$ cat src/rtl/speck_uart_pkg.sv
// rtl/speck_uart_pkg.sv - shared types and constants for the Speck/UART byte path
// Purpose: FSM state encoding and width constants used by speck_block_tx and its interface.
// Ports: none (package).
package speck_uart_pkg;

  localparam int SPECK_BLOCK_BYTES = 8;
  localparam int BYTE_W            = 8;

  typedef enum logic [2:0] {
    ST_IDLE    = 3'd0,
    ST_SEND    = 3'd1,
    ST_WAIT_HI = 3'd2,
    ST_WAIT_LO = 3'd3,
    ST_CSUM    = 3'd4,
    ST_DONE    = 3'd5
  } state_t;

endpackage

$ cat src/rtl/speck_block_tx_if.sv
// rtl/speck_block_tx_if.sv - block-in / byte-out handshake bundle for speck_block_tx
// Purpose: groups the block handshake, the uart_tx byte strobe and the status flags.
// Ports (signals):
//   blk_data[8*BLOCK_BYTES], blk_valid, blk_ready  - block offer/accept
//   tx_data[8], tx_valid, tx_busy                  - byte strobe to uart_tx and its busy flag
//   sending, done                                  - block-level status
// Modports: master = the serializer, slave = the surrounding logic / uart_tx side.
interface speck_block_tx_if #(
  parameter int BLOCK_BYTES = speck_uart_pkg::SPECK_BLOCK_BYTES
);

  logic [8*BLOCK_BYTES-1:0] blk_data;
  logic                     blk_valid;
  logic                     blk_ready;
  logic [7:0]               tx_data;
  logic                     tx_valid;
  logic                     tx_busy;
  logic                     sending;
  logic                     done;

  modport master (
    input  blk_data, blk_valid, tx_busy,
    output blk_ready, tx_data, tx_valid, sending, done
  );

  modport slave (
    output blk_data, blk_valid, tx_busy,
    input  blk_ready, tx_data, tx_valid, sending, done
  );

endinterface

$ cat src/rtl/speck_block_tx.sv
// rtl/speck_block_tx.sv - serializes one Speck block into bytes for uart_tx
// Purpose: accepts a whole block with one handshake, then strobes its bytes one at a
//   time into uart_tx, pacing on tx_busy; optionally appends an XOR checksum byte.
// Optional feature macro: SPECK_BLOCK_TX_CHECKSUM_EN (append checksum byte after the block).
// Parameters: BLOCK_BYTES (2..16), MSB_FIRST (1 = top byte first, 0 = bottom byte first).
// Ports:
//   clk   - system clock
//   rst_n - asynchronous active-low reset
//   bus   - speck_block_tx_if.master (block handshake, byte strobe, busy, status)
module speck_block_tx
  import speck_uart_pkg::*;
#(
  parameter int BLOCK_BYTES = SPECK_BLOCK_BYTES,
  parameter bit MSB_FIRST   = 1'b1
) (
  input  logic              clk,
  input  logic              rst_n,
  speck_block_tx_if.master  bus
);

  localparam int               DW    = BYTE_W * BLOCK_BYTES;
  localparam int               CNT_W = $clog2(BLOCK_BYTES);
  localparam logic [CNT_W-1:0] LAST  = CNT_W'(BLOCK_BYTES - 1);

  state_t            state_q, state_d;
  logic [DW-1:0]     shreg_q;
  logic [CNT_W-1:0]  cnt_q;
  logic              armed_q;   // keeps blk_ready low until the first edge after reset
  logic [BYTE_W-1:0] tx_data_q; // last strobed byte, held while the line is busy
  logic [BYTE_W-1:0] cur_byte;
  logic [BYTE_W-1:0] tx_byte;
  logic              tx_valid;
  logic              accept;
  logic              more_bytes;
  logic              advance;
`ifdef SPECK_BLOCK_TX_CHECKSUM_EN
  logic [BYTE_W-1:0] csum_q;
  logic              csum_sent_q;
`endif

  assign cur_byte   = MSB_FIRST ? shreg_q[DW-1 -: BYTE_W] : shreg_q[BYTE_W-1:0];
  assign accept     = (state_q == ST_IDLE) && armed_q && bus.blk_valid;
  assign more_bytes = (cnt_q < LAST);
  assign advance    = (state_q == ST_WAIT_LO) && !bus.tx_busy && more_bytes;

  // The strobe is decoded directly from the state so a byte goes out in the cycle the
  // FSM enters SEND/CSUM; leaving those states next edge limits it to one cycle.
`ifdef SPECK_BLOCK_TX_CHECKSUM_EN
  assign tx_valid = ((state_q == ST_SEND) || (state_q == ST_CSUM)) && !bus.tx_busy;
`else
  assign tx_valid = (state_q == ST_SEND) && !bus.tx_busy;
`endif

  always_comb begin
    tx_byte = tx_data_q;
    case (state_q)
      ST_SEND: tx_byte = cur_byte;
`ifdef SPECK_BLOCK_TX_CHECKSUM_EN
      ST_CSUM: tx_byte = csum_q;
`endif
      default: ;
    endcase
  end

  always_comb begin
    state_d = state_q;
    case (state_q)
      ST_IDLE:    if (accept) state_d = ST_SEND;
      ST_SEND:    if (!bus.tx_busy) state_d = ST_WAIT_HI;
      ST_WAIT_HI: if (bus.tx_busy) state_d = ST_WAIT_LO;
      ST_WAIT_LO: begin
        if (!bus.tx_busy) begin
`ifdef SPECK_BLOCK_TX_CHECKSUM_EN
          if (csum_sent_q)     state_d = ST_DONE;
          else if (more_bytes) state_d = ST_SEND;
          else                 state_d = ST_CSUM;
`else
          if (more_bytes) state_d = ST_SEND;
          else            state_d = ST_DONE;
`endif
        end
      end
`ifdef SPECK_BLOCK_TX_CHECKSUM_EN
      ST_CSUM:    if (!bus.tx_busy) state_d = ST_WAIT_HI;
`endif
      ST_DONE:    state_d = ST_IDLE;
      default:    state_d = ST_IDLE;
    endcase
  end

  always_ff @(posedge clk or negedge rst_n) begin
    if (!rst_n) begin
      state_q     <= ST_IDLE;
      shreg_q     <= '0;
      cnt_q       <= '0;
      armed_q     <= 1'b0;
      tx_data_q   <= '0;
`ifdef SPECK_BLOCK_TX_CHECKSUM_EN
      csum_q      <= '0;
      csum_sent_q <= 1'b0;
`endif
    end else begin
      state_q <= state_d;
      armed_q <= 1'b1;
      if (accept) begin
        shreg_q     <= bus.blk_data;
        cnt_q       <= '0;
`ifdef SPECK_BLOCK_TX_CHECKSUM_EN
        csum_q      <= '0;
        csum_sent_q <= 1'b0;
`endif
      end else if (advance) begin
        shreg_q <= MSB_FIRST ? (shreg_q << BYTE_W) : (shreg_q >> BYTE_W);
        cnt_q   <= cnt_q + 1'b1;
      end
      if (tx_valid) tx_data_q <= tx_byte;
`ifdef SPECK_BLOCK_TX_CHECKSUM_EN
      if (tx_valid && (state_q == ST_SEND)) csum_q <= csum_q ^ cur_byte;
      if (tx_valid && (state_q == ST_CSUM)) csum_sent_q <= 1'b1;
`endif
    end
  end

  assign bus.blk_ready = armed_q && (state_q == ST_IDLE);
  assign bus.tx_valid  = tx_valid;
  assign bus.tx_data   = tx_byte;
  assign bus.sending   = (state_q != ST_IDLE) && (state_q != ST_DONE);
  assign bus.done      = (state_q == ST_DONE);

endmodule
$ cat src/flat_wrapper.sv
// flat-port wrapper written by rule: the top's interface ports become plain ports
module speck_block_tx_flat import speck_uart_pkg::*;
#(
  parameter int BLOCK_BYTES = SPECK_BLOCK_BYTES,
  parameter bit MSB_FIRST   = 1'b1
)
  (clk, rst_n, bus_blk_data, bus_blk_valid, bus_tx_busy, bus_blk_ready, bus_tx_data, bus_tx_valid, bus_sending, bus_done);
  speck_block_tx_if #(.BLOCK_BYTES(BLOCK_BYTES)) bus_i ();
  input  logic clk;
  input  logic rst_n;
  input wire logic [$bits(bus_i.blk_data)-1:0] bus_blk_data;
  input wire logic [$bits(bus_i.blk_valid)-1:0] bus_blk_valid;
  input wire logic [$bits(bus_i.tx_busy)-1:0] bus_tx_busy;
  output wire logic [$bits(bus_i.blk_ready)-1:0] bus_blk_ready;
  output wire logic [$bits(bus_i.tx_data)-1:0] bus_tx_data;
  output wire logic [$bits(bus_i.tx_valid)-1:0] bus_tx_valid;
  output wire logic [$bits(bus_i.sending)-1:0] bus_sending;
  output wire logic [$bits(bus_i.done)-1:0] bus_done;
  assign bus_i.blk_data = bus_blk_data;
  assign bus_i.blk_valid = bus_blk_valid;
  assign bus_i.tx_busy = bus_tx_busy;
  assign bus_blk_ready = bus_i.blk_ready;
  assign bus_tx_data = bus_i.tx_data;
  assign bus_tx_valid = bus_i.tx_valid;
  assign bus_sending = bus_i.sending;
  assign bus_done = bus_i.done;
  speck_block_tx #(.BLOCK_BYTES(BLOCK_BYTES), .MSB_FIRST(MSB_FIRST)) u_core (.clk(clk), .rst_n(rst_n), .bus(bus_i));
endmodule
$ cat config.mk
export PLATFORM = sky130hd
export DESIGN_NAME = speck_block_tx_flat
export DESIGN_NICKNAME = d
export VERILOG_FILES = /design/src/rtl/speck_uart_pkg.sv /design/src/rtl/speck_block_tx_if.sv /design/src/rtl/speck_block_tx.sv /design/src/flat_wrapper.sv
export SDC_FILE = /design/constraint.sdc
export NUM_CORES = 1
export LEC_CHECK = 0
export ABC_AREA = 1
export CORE_UTILIZATION = 30
export DETAILED_ROUTE_END_ITERATION = 8
export GPL_ROUTABILITY_DRIVEN = 0
export GPL_TIMING_DRIVEN = 0
export PLACE_DENSITY = 0.59
export SLEW_MARGIN = 10
export SYNTH_ARGS = -nofsm -noshare
export SYNTH_HDL_FRONTEND = slang
export SYNTH_SLANG_ARGS = --single-unit
$ cat constraint.sdc
create_clock -name clk -period 2 [get_ports clk]
set_clock_uncertainty 0.05 [all_clocks]
set_input_delay 0.4 -clock clk [delete_from_list [all_inputs] [get_ports clk]]
set_output_delay 0.4 -clock clk [all_outputs]
set_load 0.02 [all_outputs]
# Word-level counts from Yosys, hierarchy flattened
# Cells that the tools add are included.
dict set report op_classes {
  n_eq_ne 9
  addsub 1
  n_mux 11
  reduce_logical 11
  magnitude_cmp 1
}
# operator count
set ops {}
lappend ops {{64-bit two-way mux} 2}
lappend ops {{3-bit two-way mux} 7}
lappend ops {{3-bit one-hot mux with 4 select lines} 1}
lappend ops {{8-bit two-way mux} 1}
lappend ops {{3-bit by 2-bit equality test with 1-bit output, second input constant} 2}
lappend ops {{1-bit logical AND} 6}
lappend ops {{2-bit inequality test, second input constant} 3}
lappend ops {{4-bit AND reduction} 1}
lappend ops {{3-bit by 1-bit adder with 3-bit output, second input constant} 1}
lappend ops {{3-bit by 1-bit equality test with 1-bit output, second input constant} 1}
lappend ops {{3-bit equality test, second input constant} 1}
lappend ops {{3-bit logical NOT} 1}
lappend ops {{3-bit < comparator, second input constant} 1}
lappend ops {{3-bit inequality test, second input constant} 1}
lappend ops {{3-bit nonzero test} 1}
lappend ops {{2-bit by 1-bit inequality test with 1-bit output, second input constant} 1}
lappend ops {{2-bit nonzero test} 1}
lappend ops {{1-bit logical NOT} 1}
dict set report totals {
  word_cells 38
  ff_bits 79
  in_bits 68
  out_inout_bits 12
}

# Longest topological paths before layout
dict set report logic_depth {
  ltp_word 5
  ltp_mapped 8
}

# Least setup slack after synthesis
# Ideal clock, no wire load.
dict set report synth_timing {
  path_type {register -> output}
  start {register u_core.state_q[1]}
  end {output bus_tx_data[0]}
  arrival_ns 1.439
  stages_incl_launch_ff 5
  path_buffers 1
  setup_slack_ns 0.111
  t_required_ns 1.550
  cell_sequence {dfrtp_1 > nor2_2 > nand2_1 > clkbuf_1 > o21ai_0}
}
dict set report synth_via {
  elab_chain_cells 2
}
# item line_no
set synth_lines {}
lappend synth_lines {{from (decl)} speck_block_tx.sv:25} ;# state_t state_q, state_d;
lappend synth_lines {{from (signal assigned)} speck_block_tx.sv:103} ;# state_q <= state_d;
lappend synth_lines {{3-bit by 1-bit equality test with 1-bit output} speck_block_tx.sv:56} ;# case (state_q)
lappend synth_lines {{8-bit two-way mux} speck_block_tx.sv:56}
lappend synth_lines {{to (decl)} flat_wrapper.sv:15} ;# output wire logic [$bits(bus_i.tx_data)-1:0] bus_tx_data;
# No other way between the ends.

# Worst setup path after layout
dict set report layout_timing {
  start {register u_core.state_q[2]}
  end {output bus_tx_data[6]}
}
# The elaborated chain is that of the path after synthesis.

==> results.yml <==
status:
  status: "finished with violations"
  violations: "DRC, hold timing"
global_route:
  grt_usage: 0.161
  grt_pass1_wl_um: 15900
  grt_pass1_vias: 3288
  antenna_found_initial: 0
  grt_max_degree: 42
  overflow: 0
layout:
  stdcell_area_um2: 5060
  utilization: 0.435
  instances_no_fill: 692
  nets: 615
  diodes: 0
  drive_gt1_frac: 0.126
  final_cell_mix: "159 x nand2_1, 129 x nand3_1, 76 x dfrtp_1"
  syn_to_final_growth_pct: 39.3
  final_common_cell: "nand2_1"
synth:
  synth_fp_nets: 515
  yosysTopAreaCell: "dfrtp_1"
  ys_seq_area_frac: 0.544
  synth_cell_types: 21
  ys_warn_count: 0
  syn_inst: 446
  syn-mean-instance-area_um2: 8.14
  syn-cell-area_um2: 3630
  yosys.area.top_type_share: 0.544
  synth_seq_cells: 79
  synth_area_leaders: "dfrtp_1 54%, nand3_1 18%, nand2_1 17%"
critical_path:
  critPathKind: "reg -> out"
  cp.arrival_ps: 1530
  worstPathMaxFanout: 10
  worstSetupEndpointType: "primary output"
  setup.worst_path.start_class: "flip-flop"
  crit_required_ps: 1550
cts:
  cts_num_sinks: 79
  cts-root-buf: "clkbuf_16"
  cts_tree: "built"
  clock_latency_ps: 330
  clockBufferDepth: 2
  clk_pin_slew_ps: 60
  htree_levels: 3
  cts_buffers: 9
sta:
  finalMaxSlewViolations: 0
  holdWs_ps: -12.7
  maxSlewHeadroom: 0.655
  tightest_slew_ps: 517
  hold_violations: 10
  min_period_over_period: 0.988
  rsz0062_at_grt: "yes"
  max_freq_mhz: 506
  setup_viol: 0
  setup_tns_ps: 0
  fin_ws_ps: 24.2
  period_minus_slack_ps: 1980
floorplanning:
  pin_count: 80
  num_rows: 39
  die_h_um: 112
  dieArea_um2: 12500
  coreArea_um2: 11600
  die_x_um: 112
  start_util: 0.313
placed_design:
  place_area_um2: 4620
  numPortBuffers: 79
  pre_cts_slack_ps: -672
  dp_cells: 669
  dp.final_hpwl_um: 6990
power_and_ir_drop:
  leakagePower_nw: 2.42
  pwr_density_cell_nw_per_um2: 1380
  vdd_drop_max_uv: 478
  power_mw: 7.00
worst_hold_path:
  hold_path_class: "in -> async"
routing:
  routedWlPerCell_um: 13.6
  vias: 3358
  ant_nets: 0
  wl_um: 9420
  firstDrtPassIters: 6
  viasPerCell: 4.85
  drtIter0Drc: 218
  drc: 4
run:
  cap_violations: 0
-- routing by layer --
metal	share of wire	GRT usage	vias to the layer above	routed length, um
li1	-	-	1669	-
met1	0.46	0.221	1580	4370
met2	0.47	0.251	102	4400
met3	0.059	0.0383	7	556
met4	0.0098	0.0480	0	92
met5	0	0	-	0
-- cell type report --
cell class,instances,area [um2]
fill,1188,6560
tap,143,179
sequential,79,1980
clock buffer,10,239
multi-input combinational,321,1470
buffer,27,164
timing repair buffer,90,866
inverter,18,67.6
clock inverter,4,95.1
-- cell families (layout without fill, tap and decap cells) --
logic type	after synthesis	count (layout)	share of synthesized area
buffers and inverters	46	149	0.0620
adder cells (fa/ha/maj)	1	1	0.00345
XOR/XNOR	1	1	0.00241
other	1	1	0.00103
AND/OR/NAND/NOR	299	299	0.360
AO/OA/AOI/OAI	19	19	0.0262
flip-flops	79	79	0.544
-- worst max-delay path, cell delays in order (launching register included) --
cell,delay [ps]
dfrtp_2,450
nor2_4,140
nand2_4,100
clkbuf_8,180
o21ai_1,160
buf_4,170
-- worst paths after layout --
| kind | start | endpoint | slack (ps) | cells past startpoint |
|---|---|---|---|---|
| worst max register to register | u_core.state_q[2] | u_core.shreg_q[60] | 260 | 7 |
| max in group asynchronous | rst_n | u_core.shreg_q[38] | 1320 | 2 |
| worst min-delay path | rst_n | u_core.tx_data_q[0] | -10 | 1 |
| min in group clk | u_core.tx_data_q[3] | u_core.tx_data_q[3] | 440 | 2 |
| worst max-delay path | u_core.state_q[2] | bus_tx_data[6] | 20 | 5 |
| worst min register to register | u_core.tx_data_q[3] | u_core.tx_data_q[3] | 440 | 2 |
-- report_power, final --
group	internal [mW]	switching, mW	total (mW)
combinational	1.09	1.34	2.43
clock	1.24	0.609	1.85
sequential	2.29	0.429	2.72
total	4.62	2.38	7.00
-- sequential cells by signal (all words and copies together) (netlist names) --
register          cells
u_core.shreg_q       64
u_core.cnt_q          3
u_core.tx_data_q      8
u_core.state_q        3
u_core.armed_q        1
-- synth_stat cells, drive strengths merged --
| cell type | count |
|---|---|
| a21oi | 1 |
| buf | 18 |
| clkbuf | 10 |
| conb | 1 |
| dfrtp | 79 |
| ha | 1 |
| inv | 18 |
| nand2 | 160 |
| nand3 | 131 |
| nand4 | 2 |
| nor2 | 5 |
| nor3 | 1 |
| o21ai | 18 |
| xor2 | 1 |
-- repair_timing --
item                       4_1_cts  5_1_grt
hold buffers                     0        0
gates cloned                     0        0
pin swaps                        1        1
setup endpoints to repair       12       12
gates resized for setup         66       12
buffers inserted                 2        8
(Power assumes the default switching activity.)
